<file path="src/rtl/as2650_sram_arbiter_if.sv">
// rtl/as2650_sram_arbiter_if.sv - CPU port A, debug port B and macro pin bundle for the SRAM arbiter
interface as2650_sram_arbiter_if #(
    parameter int ADDR_W = 9,
    parameter int DATA_W = 8
) ();
    logic              a_req;
    logic              a_we;
    logic [ADDR_W-1:0] a_addr;
    logic [DATA_W-1:0] a_wdata;
    logic              a_ack;
    logic [DATA_W-1:0] a_rdata;

    logic              b_req;
    logic              b_we;
    logic [ADDR_W-1:0] b_addr;
    logic [DATA_W-1:0] b_wdata;
    logic [DATA_W-1:0] b_wbmask;
    logic              b_ack;
    logic [DATA_W-1:0] b_rdata;

    logic              ram_cen;
    logic              ram_gwen;
    logic [DATA_W-1:0] ram_wen;
    logic [ADDR_W-1:0] ram_a;
    logic [DATA_W-1:0] ram_d;
    logic [DATA_W-1:0] ram_q;

    logic              busy;

    modport slave (
        input  a_req, a_we, a_addr, a_wdata,
        input  b_req, b_we, b_addr, b_wdata, b_wbmask,
        input  ram_q,
        output a_ack, a_rdata, b_ack, b_rdata,
        output ram_cen, ram_gwen, ram_wen, ram_a, ram_d,
        output busy
    );

    modport master (
        output a_req, a_we, a_addr, a_wdata,
        output b_req, b_we, b_addr, b_wdata, b_wbmask,
        output ram_q,
        input  a_ack, a_rdata, b_ack, b_rdata,
        input  ram_cen, ram_gwen, ram_wen, ram_a, ram_d,
        input  busy
    );
endinterface

</file>
<file path="src/rtl/as2650_sram_arbiter.sv">
// rtl/as2650_sram_arbiter.sv - two-port round-robin arbiter/sequencer for the 512x8 SRAM macro
// Optional post-reset zeroing sweep enabled by SRAM_ARB_CLEAR_EN.
module as2650_sram_arbiter #(
    parameter int ADDR_W = 9,
    parameter int DATA_W = 8
) (
    input  logic wb_clk_i,
    input  logic wb_rst_i,
    as2650_sram_arbiter_if.slave bus
);
    localparam logic [2:0] ST_CLEAR = 3'd0;
    localparam logic [2:0] ST_IDLE  = 3'd1;
    localparam logic [2:0] ST_CMD   = 3'd2;
    localparam logic [2:0] ST_WAIT  = 3'd3;
    localparam logic [2:0] ST_ACK   = 3'd4;

`ifdef SRAM_ARB_CLEAR_EN
    localparam logic [2:0] ST_RESET = ST_CLEAR;
`else
    localparam logic [2:0] ST_RESET = ST_IDLE;
`endif

    logic [2:0]        state;
    logic              last_b;
    logic              gnt_b;
    logic              is_rd;
    logic              ram_cen;
    logic              ram_gwen;
    logic [DATA_W-1:0] ram_wen;
    logic [ADDR_W-1:0] ram_a;
    logic [DATA_W-1:0] ram_d;
    logic              a_ack;
    logic              b_ack;
    logic [DATA_W-1:0] a_rdata;
    logic [DATA_W-1:0] b_rdata;
`ifdef SRAM_ARB_CLEAR_EN
    logic [ADDR_W:0]   clr_cnt;
`endif

    // A wins when B is idle or when B took the previous grant.
    logic grant_a;
    assign grant_a = bus.a_req && (!bus.b_req || last_b);

    always_ff @(posedge wb_clk_i) begin
        if (wb_rst_i) begin
            state    <= ST_RESET;
            last_b   <= 1'b1;
            gnt_b    <= 1'b0;
            is_rd    <= 1'b0;
            ram_cen  <= 1'b1;
            ram_gwen <= 1'b1;
            ram_wen  <= '1;
            ram_a    <= '0;
            ram_d    <= '0;
            a_ack    <= 1'b0;
            b_ack    <= 1'b0;
            a_rdata  <= '0;
            b_rdata  <= '0;
`ifdef SRAM_ARB_CLEAR_EN
            clr_cnt  <= '0;
`endif
        end else begin
            case (state)
`ifdef SRAM_ARB_CLEAR_EN
                ST_CLEAR: begin
                    if (!clr_cnt[ADDR_W]) begin
                        ram_cen  <= 1'b0;
                        ram_gwen <= 1'b0;
                        ram_wen  <= '0;
                        ram_a    <= clr_cnt[ADDR_W-1:0];
                        ram_d    <= '0;
                        clr_cnt  <= clr_cnt + (ADDR_W+1)'(1);
                    end else begin
                        ram_cen  <= 1'b1;
                        ram_gwen <= 1'b1;
                        ram_wen  <= '1;
                        state    <= ST_IDLE;
                    end
                end
`endif
                ST_IDLE: begin
                    if (grant_a) begin
                        ram_cen <= 1'b0;
                        ram_a   <= bus.a_addr;
                        gnt_b   <= 1'b0;
                        last_b  <= 1'b0;
                        is_rd   <= !bus.a_we;
                        if (bus.a_we) begin
                            ram_gwen <= 1'b0;
                            ram_wen  <= '0;
                            ram_d    <= bus.a_wdata;
                        end else begin
                            ram_gwen <= 1'b1;
                            ram_wen  <= '1;
                        end
                        state <= ST_CMD;
                    end else if (bus.b_req) begin
                        ram_cen <= 1'b0;
                        ram_a   <= bus.b_addr;
                        gnt_b   <= 1'b1;
                        last_b  <= 1'b1;
                        is_rd   <= !bus.b_we;
                        if (bus.b_we) begin
                            ram_gwen <= 1'b0;
                            ram_wen  <= ~bus.b_wbmask;
                            ram_d    <= bus.b_wdata;
                        end else begin
                            ram_gwen <= 1'b1;
                            ram_wen  <= '1;
                        end
                        state <= ST_CMD;
                    end
                end
                ST_CMD: begin
                    ram_cen  <= 1'b1;
                    ram_gwen <= 1'b1;
                    ram_wen  <= '1;
                    state    <= ST_WAIT;
                end
                ST_WAIT: begin
                    if (gnt_b) begin
                        b_ack <= 1'b1;
                        if (is_rd) b_rdata <= bus.ram_q;
                    end else begin
                        a_ack <= 1'b1;
                        if (is_rd) a_rdata <= bus.ram_q;
                    end
                    state <= ST_ACK;
                end
                ST_ACK: begin
                    a_ack <= 1'b0;
                    b_ack <= 1'b0;
                    state <= ST_IDLE;
                end
                default: state <= ST_IDLE;
            endcase
        end
    end

    assign bus.ram_cen  = ram_cen;
    assign bus.ram_gwen = ram_gwen;
    assign bus.ram_wen  = ram_wen;
    assign bus.ram_a    = ram_a;
    assign bus.ram_d    = ram_d;
    assign bus.a_ack    = a_ack;
    assign bus.b_ack    = b_ack;
    assign bus.a_rdata  = a_rdata;
    assign bus.b_rdata  = b_rdata;
`ifdef SRAM_ARB_CLEAR_EN
    assign bus.busy     = (state == ST_CLEAR);
`else
    assign bus.busy     = 1'b0;
`endif
endmodule

</file>
<file path="src/flat_wrapper.sv">
// flat-port wrapper written by rule: the top's interface ports become plain ports
module as2650_sram_arbiter_flat 
#(
    parameter int ADDR_W = 9,
    parameter int DATA_W = 8
)
  (wb_clk_i, wb_rst_i, bus_a_req, bus_a_we, bus_a_addr, bus_a_wdata, bus_b_req, bus_b_we, bus_b_addr, bus_b_wdata, bus_b_wbmask, bus_ram_q, bus_a_ack, bus_a_rdata, bus_b_ack, bus_b_rdata, bus_ram_cen, bus_ram_gwen, bus_ram_wen, bus_ram_a, bus_ram_d, bus_busy);
  as2650_sram_arbiter_if #(.ADDR_W(ADDR_W), .DATA_W(DATA_W)) bus_i ();
  input  logic wb_clk_i;
  input  logic wb_rst_i;
  input wire logic [$bits(bus_i.a_req)-1:0] bus_a_req;
  input wire logic [$bits(bus_i.a_we)-1:0] bus_a_we;
  input wire logic [$bits(bus_i.a_addr)-1:0] bus_a_addr;
  input wire logic [$bits(bus_i.a_wdata)-1:0] bus_a_wdata;
  input wire logic [$bits(bus_i.b_req)-1:0] bus_b_req;
  input wire logic [$bits(bus_i.b_we)-1:0] bus_b_we;
  input wire logic [$bits(bus_i.b_addr)-1:0] bus_b_addr;
  input wire logic [$bits(bus_i.b_wdata)-1:0] bus_b_wdata;
  input wire logic [$bits(bus_i.b_wbmask)-1:0] bus_b_wbmask;
  input wire logic [$bits(bus_i.ram_q)-1:0] bus_ram_q;
  output wire logic [$bits(bus_i.a_ack)-1:0] bus_a_ack;
  output wire logic [$bits(bus_i.a_rdata)-1:0] bus_a_rdata;
  output wire logic [$bits(bus_i.b_ack)-1:0] bus_b_ack;
  output wire logic [$bits(bus_i.b_rdata)-1:0] bus_b_rdata;
  output wire logic [$bits(bus_i.ram_cen)-1:0] bus_ram_cen;
  output wire logic [$bits(bus_i.ram_gwen)-1:0] bus_ram_gwen;
  output wire logic [$bits(bus_i.ram_wen)-1:0] bus_ram_wen;
  output wire logic [$bits(bus_i.ram_a)-1:0] bus_ram_a;
  output wire logic [$bits(bus_i.ram_d)-1:0] bus_ram_d;
  output wire logic [$bits(bus_i.busy)-1:0] bus_busy;
  assign bus_i.a_req = bus_a_req;
  assign bus_i.a_we = bus_a_we;
  assign bus_i.a_addr = bus_a_addr;
  assign bus_i.a_wdata = bus_a_wdata;
  assign bus_i.b_req = bus_b_req;
  assign bus_i.b_we = bus_b_we;
  assign bus_i.b_addr = bus_b_addr;
  assign bus_i.b_wdata = bus_b_wdata;
  assign bus_i.b_wbmask = bus_b_wbmask;
  assign bus_i.ram_q = bus_ram_q;
  assign bus_a_ack = bus_i.a_ack;
  assign bus_a_rdata = bus_i.a_rdata;
  assign bus_b_ack = bus_i.b_ack;
  assign bus_b_rdata = bus_i.b_rdata;
  assign bus_ram_cen = bus_i.ram_cen;
  assign bus_ram_gwen = bus_i.ram_gwen;
  assign bus_ram_wen = bus_i.ram_wen;
  assign bus_ram_a = bus_i.ram_a;
  assign bus_ram_d = bus_i.ram_d;
  assign bus_busy = bus_i.busy;
  as2650_sram_arbiter #(.ADDR_W(ADDR_W), .DATA_W(DATA_W)) u_core (.wb_clk_i(wb_clk_i), .wb_rst_i(wb_rst_i), .bus(bus_i));
endmodule
</file>
<file path="config.mk">
export PLATFORM = sky130hd
export DESIGN_NAME = as2650_sram_arbiter_flat
export DESIGN_NICKNAME = d
export VERILOG_FILES = /design/src/rtl/as2650_sram_arbiter_if.sv /design/src/rtl/as2650_sram_arbiter.sv /design/src/flat_wrapper.sv
export SDC_FILE = /design/constraint.sdc
export NUM_CORES = 1
export LEC_CHECK = 0
export ABC_AREA = 1
export CAP_MARGIN = 20
export CORE_UTILIZATION = 30
export DETAILED_ROUTE_END_ITERATION = 6
export PLACE_DENSITY = 0.64
export SLEW_MARGIN = 20
export SYNTH_ARGS = -nofsm -noshare
export SYNTH_HDL_FRONTEND = slang
export SYNTH_SLANG_ARGS = --single-unit
</file>
<file path="constraint.sdc">
create_clock -name wb_clk_i -period 1.6 [get_ports wb_clk_i]
set_clock_uncertainty 0.05 [all_clocks]
set_input_delay 0.32 -clock wb_clk_i [delete_from_list [all_inputs] [get_ports wb_clk_i]]
set_output_delay 0.32 -clock wb_clk_i [all_outputs]
set_load 0.005 [all_outputs]
</file>
### Yosys cells after proc, flatten, opt, wreduce, memory -nomap -nowiden

Cells that the tools add are included.

* bits in registers: 51
* input bits: 56
* output and inout bits: 46
* word-level logic and storage cells: 69

* equal/unequal tests: 8
* mux-type cells: 30
* bitwise gates (word level): 2
* reduce and logical (&&, ||, !) cells: 16

Operator list (count)
* $mux 8: 8
* $mux 9: 2
* $pmux 8 s2: 1
* $mux 1: 12
* $pmux 3 s3: 1
* $not 8->8: 1
* $pmux 1 s2: 4
* $reduce_and 2->1: 4
* $reduce_bool 2->1: 4
* $eq 3x2->1 const B: 2
* $mux 3: 2
* $reduce_and 3->1: 2
* $ne 2x2->1 const B: 2
* $reduce_and 4->1: 1
* $eq 3x1->1 const B: 1
* $eq 3x3->1 const B: 1
* $logic_not 1->1: 3
* $ne 3x2->1 const B: 1
* $ne 2x1->1 const B: 1
* $logic_and 1x1->1: 1
* $logic_or 1x1->1: 1
* $not 1->1: 1

### Depth between registers and ports, before layout

* word-level depth: 5
* depth in mapped cells: 10
* gate-level depth less buffers: 9

### Least setup slack after synthesis

Ideal clock, no wire load.

* path type: register -> register
* from: register u_core.state[0]
* to: register u_core.a_rdata[3] (netlist: u_core.bus.a_rdata[3])
* library setup time: 132 ps
* data arrival time: 1023 ps
* required time: 1418 ps
* path slack: 395 ps
* stages on the path, launching flop included: 8
* buffers on the path: 0
* clock period less this slack: 1205 ps
* path through: dfxtp_1 -> nand2_1 -> nor2_4 -> inv_2 -> nor2_8 -> nand2_2 -> nand2_1 -> a21oi_1

* word-level cells in the longest chain between the ends: 2

RTL lines
* start, declared: RTL line as2650_sram_arbiter.sv:23 `logic [2:0] state;`
* start signal, assigned: RTL line as2650_sram_arbiter.sv:46 `state <= ST_RESET;`
* start signal, assigned: RTL line as2650_sram_arbiter.sv:96 `state <= ST_CMD;`
* start signal, assigned: RTL line as2650_sram_arbiter.sv:111 `state <= ST_CMD;`
* $eq 3x2->1: RTL line as2650_sram_arbiter.sv:63 `case (state)`
* $reduce_and 3->1 (no source line)
* end signal, assigned: RTL line as2650_sram_arbiter.sv:126 `if (is_rd) a_rdata <= bus.ram_q;`
* end, declared: RTL line as2650_sram_arbiter.sv:34 `logic [DATA_W-1:0] a_rdata;`

Every way passes these cells.
A chain may end at the register's enable or synchronous reset.

### Worst setup path in the final report

* from: register u_core.ram_a[1] (netlist: u_core.bus.ram_a[1])
* to: output bus_ram_a[1]

RTL lines
* start, declared: RTL line as2650_sram_arbiter.sv:30 `logic [ADDR_W-1:0] ram_a;`
* start signal, assigned: RTL line as2650_sram_arbiter.sv:84 `ram_a <= bus.a_addr;`
* start signal, assigned: RTL line as2650_sram_arbiter.sv:99 `ram_a <= bus.b_addr;`
* end, declared: RTL line flat_wrapper.sv:28 `output wire logic [$bits(bus_i.ram_a)-1:0] bus_ram_a;`

No word-level cell between the ends.

==> metrics.md <==
| Metric | Value |
|---|---|
| Result of the run | finished, final reports clean |
| Detailed-placement wirelength estimate | 4.825 mm |
| Wire per inst | 11.56 µm |
| GRT Util Overall | 0.1580 |
| Commonest cells after routing, fill and taps aside | 98 x clkdlybuf4s50_1, 85 x nand2_1, 61 x nand3_1, 54 x nor2_1, 51 x dfxtp_1 |
| WL final | 6.333 mm |
| Routability Congestion | about 0.81 |
| Drt drc | 0 |
| Mapped Cells | between 300 and 400 |
| CP top delay family | buffers and inverters |
| Post-Synth XOR/XNOR Area | 0 |
| Period utilization | 0.9563 |
| ANT cells | 0 |
| # rows | 31 |
| Number of global-route vias before repair | between 2k and 2.5k |
| Synth unique cells | 24 |
| Arr. time, crit path | 1.16 ns |
| Synthesized net count | 395 |
| Cell area after synthesis | 2356 µm² |
| Setup crit end kind | output pin |
| Yosys warns | 0 |
| Bufs and invs on worst path | 1 |
| Via count | between 2k and 2.5k |
| Post-layout min period | roughly 1.5 ns |
| Die W | 90.62 µm |
| Fraction of layout cells with a size suffix above 1 | 0.1114 |
| Flops & latches, synth | 51 |
| Mux contribution to synthesized area | 0 |
| Crit path max fanout | 2 |
| Sequential area share after synthesis | 0.4334 |
| Post-synthesis simple-gate area fraction | 0.4089 |
| GRT overflow | 0 |
| Crit-path slowest cell | clkdlybuf4s50_1 |
| Top_reg_cell synth | dfxtp_1 |
| Largest family of logic cells by synthesized area | simple AND/OR/NAND/NOR gates |
| Core Area | 7408 µm² |
| DRT antenna net count | 0 |
| Max Cap Viol | 0 |
| Max Fclk | 653.6 MHz |
| Port Buffers | 100 |
| Worst setup SP type | register |
| Hold buffer count at cts | 0 |
| CTS tree | yes |
| DP Cell Count | 539 |
| Async set-reset flop share out of synthesis | 0 |
| Worst min path class | reg -> reg |
| Critical-path cell list | clkdlybuf4s50_1 |
| Clock buffer depth | 2 |
| Final hold vios | 0 |
| Power density over the cells | 951.3 nW/µm² |
| Final non-filler cell total | 548 |
| Post-CTS Setup Repair Bufs | 0 |
| Critical path class | reg -> out |
| Complex-gate fraction of the synthesized area | 0.07807 |
| Syn Area/Cell | 6.950 µm² |
| Commonest non-fill, non-tap cell in the layout | clkdlybuf4s50_1 |
| Area share of fa/ha/maj cells after synthesis | 0 |
| Peak supply drop | 0.5133 mV |
| Iteration-0 DRC Markers | 43 |
| Clock Pin Slew Worst Setup and Hold Paths | about 0.09 ns |
| Fin. max-slew vios | 0 |
| P&R area growth vs syn | 56.77% |
| First-pass GRT wire length | 10.76 mm |
| Largest net degree at the start of global routing | 20 |
| Ports | between 100 and 150 |
| Initial antenna violation count | 0 |
| Placed instance area | 3560 µm² |
| EDFF count, synth | 0 |
| Worst path max stage delay | 0.51 ns |
| CTS H-tree lvls | 2 |
| Req. time, crit path | 1.23 ns |
| FILL cells | 757 |
| Pre-CTS setup slack | -0.2619 ns |
| Total Neg Setup Slack | 0 ns |
| Clock root buffer | clkbuf_8 |
| Router iterations before antenna repair | 4 |
| Nets | slightly above 500 |
| Vias per cell | 4.533 |
| RSZ-0062 raised after global routing | true |
| P_leak | 0.001611 µW |
| Die height | 90.62 µm |
| Fin area | around 3700 µm² |
| Final setup margin | 0.06993 ns |
| Endpoints failing setup | 0 |
| Sink count of the clock tree | 51 |
| Die footprint | around 8200 µm² |
| Total CTS buffers | 5 |
| Worst-skew pair later-pin latency | 0.29 ns |
| Initial Util | 0.3180 |
==> registers in the layout, indices dropped and copies added (netlist names) <==
name,cells
u_core.bus.ram_a,9
u_core.bus.b_rdata,8
u_core.bus.b_ack,1
u_core.bus.ram_d,8
u_core.last_b,1
u_core.is_rd,1
u_core.state,3
u_core.gnt_b,1
u_core.bus.a_ack,1
u_core.bus.a_rdata,8
u_core.bus.ram_gwen,1
u_core.bus.ram_cen,1
u_core.bus.ram_wen,8
==> metal layers <==
layer,GRT usage,up-vias,part of all wire
met4,0.03629,0,0.0033
met2,0.2803,70,0.50
met3,0.03367,2,0.053
li1,-,1300,-
met5,0,-,0
met1,0.1938,1112,0.45
==> final timing paths <==
kind                            slack, ns                    end  cells past startpoint                 from
worst max-delay path                 0.07           bus_ram_a[1]                      1  u_core.bus.ram_a[1]
worst min register to register       0.42     u_core.bus.ram_cen                      2   u_core.bus.ram_cen
worst min-delay path                 0.42     u_core.bus.ram_cen                      2   u_core.bus.ram_cen
worst max register to register       0.24  u_core.bus.a_rdata[5]                      7      u_core.state[0]
==> cells in the mapped netlist, types with 2 or more instances <==
library cell,instances,share of area
nor2_4,2,0.0096
clkbuf_1,6,0.0096
buf_2,5,0.011
nand2_1,85,0.14
inv_1,13,0.021
nand2_2,7,0.019
nor2_1,54,0.086
a21oi_1,12,0.025
nand3_1,61,0.13
dfxtp_1,51,0.43
inv_2,6,0.0096
buf_4,6,0.019
nand3_2,2,0.0085
o21ai_0,19,0.040
==> power by group <==
group          internal, µW  total (µW)  leakage [µW]  switching (µW)
logic                   590        1090       0.00113             496
clock network           507         928     0.0000612             422
registers              1410        1500      0.000419            86.1
==> final cells by class <==
class | count | area [µm²] | area share
clock buffers | 6 | 82.58 | 0.02236
clock inverters | 2 | 35.03 | 0.009485
inverters | 20 | 75.07 | 0.02033
multi-input cells | 250 | 1162 | 0.3147
flip-flops and latches | 51 | 1021 | 0.2764
well taps | 99 | 123.9 | 0.03354
repair buffers | 120 | 1194 | 0.3232
==> cells by family (layout without fill, tap and decap cells) <==
family	Yosys count	in the layout
compound gates	34	34
buf+inv	39	148
flops	51	51
other cells	1	1
simple gates	214	215
==> per-stage QoR <==
step	total power (µW)	util	hold slack, ns
2_1_floorplan	2047	-	0.3391
3_3_place_gp	2601	0.4805	0.3957
3_5_place_dp	2617	0.4805	0.4000
4_1_cts	3556	0.4964	0.4235
5_1_grt	3738	0.4986	0.4462
6_report	3514	0.4986	0.4183
==> repair_timing <==
item | in CTS | in global routing
hold endpoints to repair | 0 | 0
resized for setup | 0 | 3
endpoints found under the setup margin | 0 | 8
No activity file was read; power rests on OpenSTA's default activity.
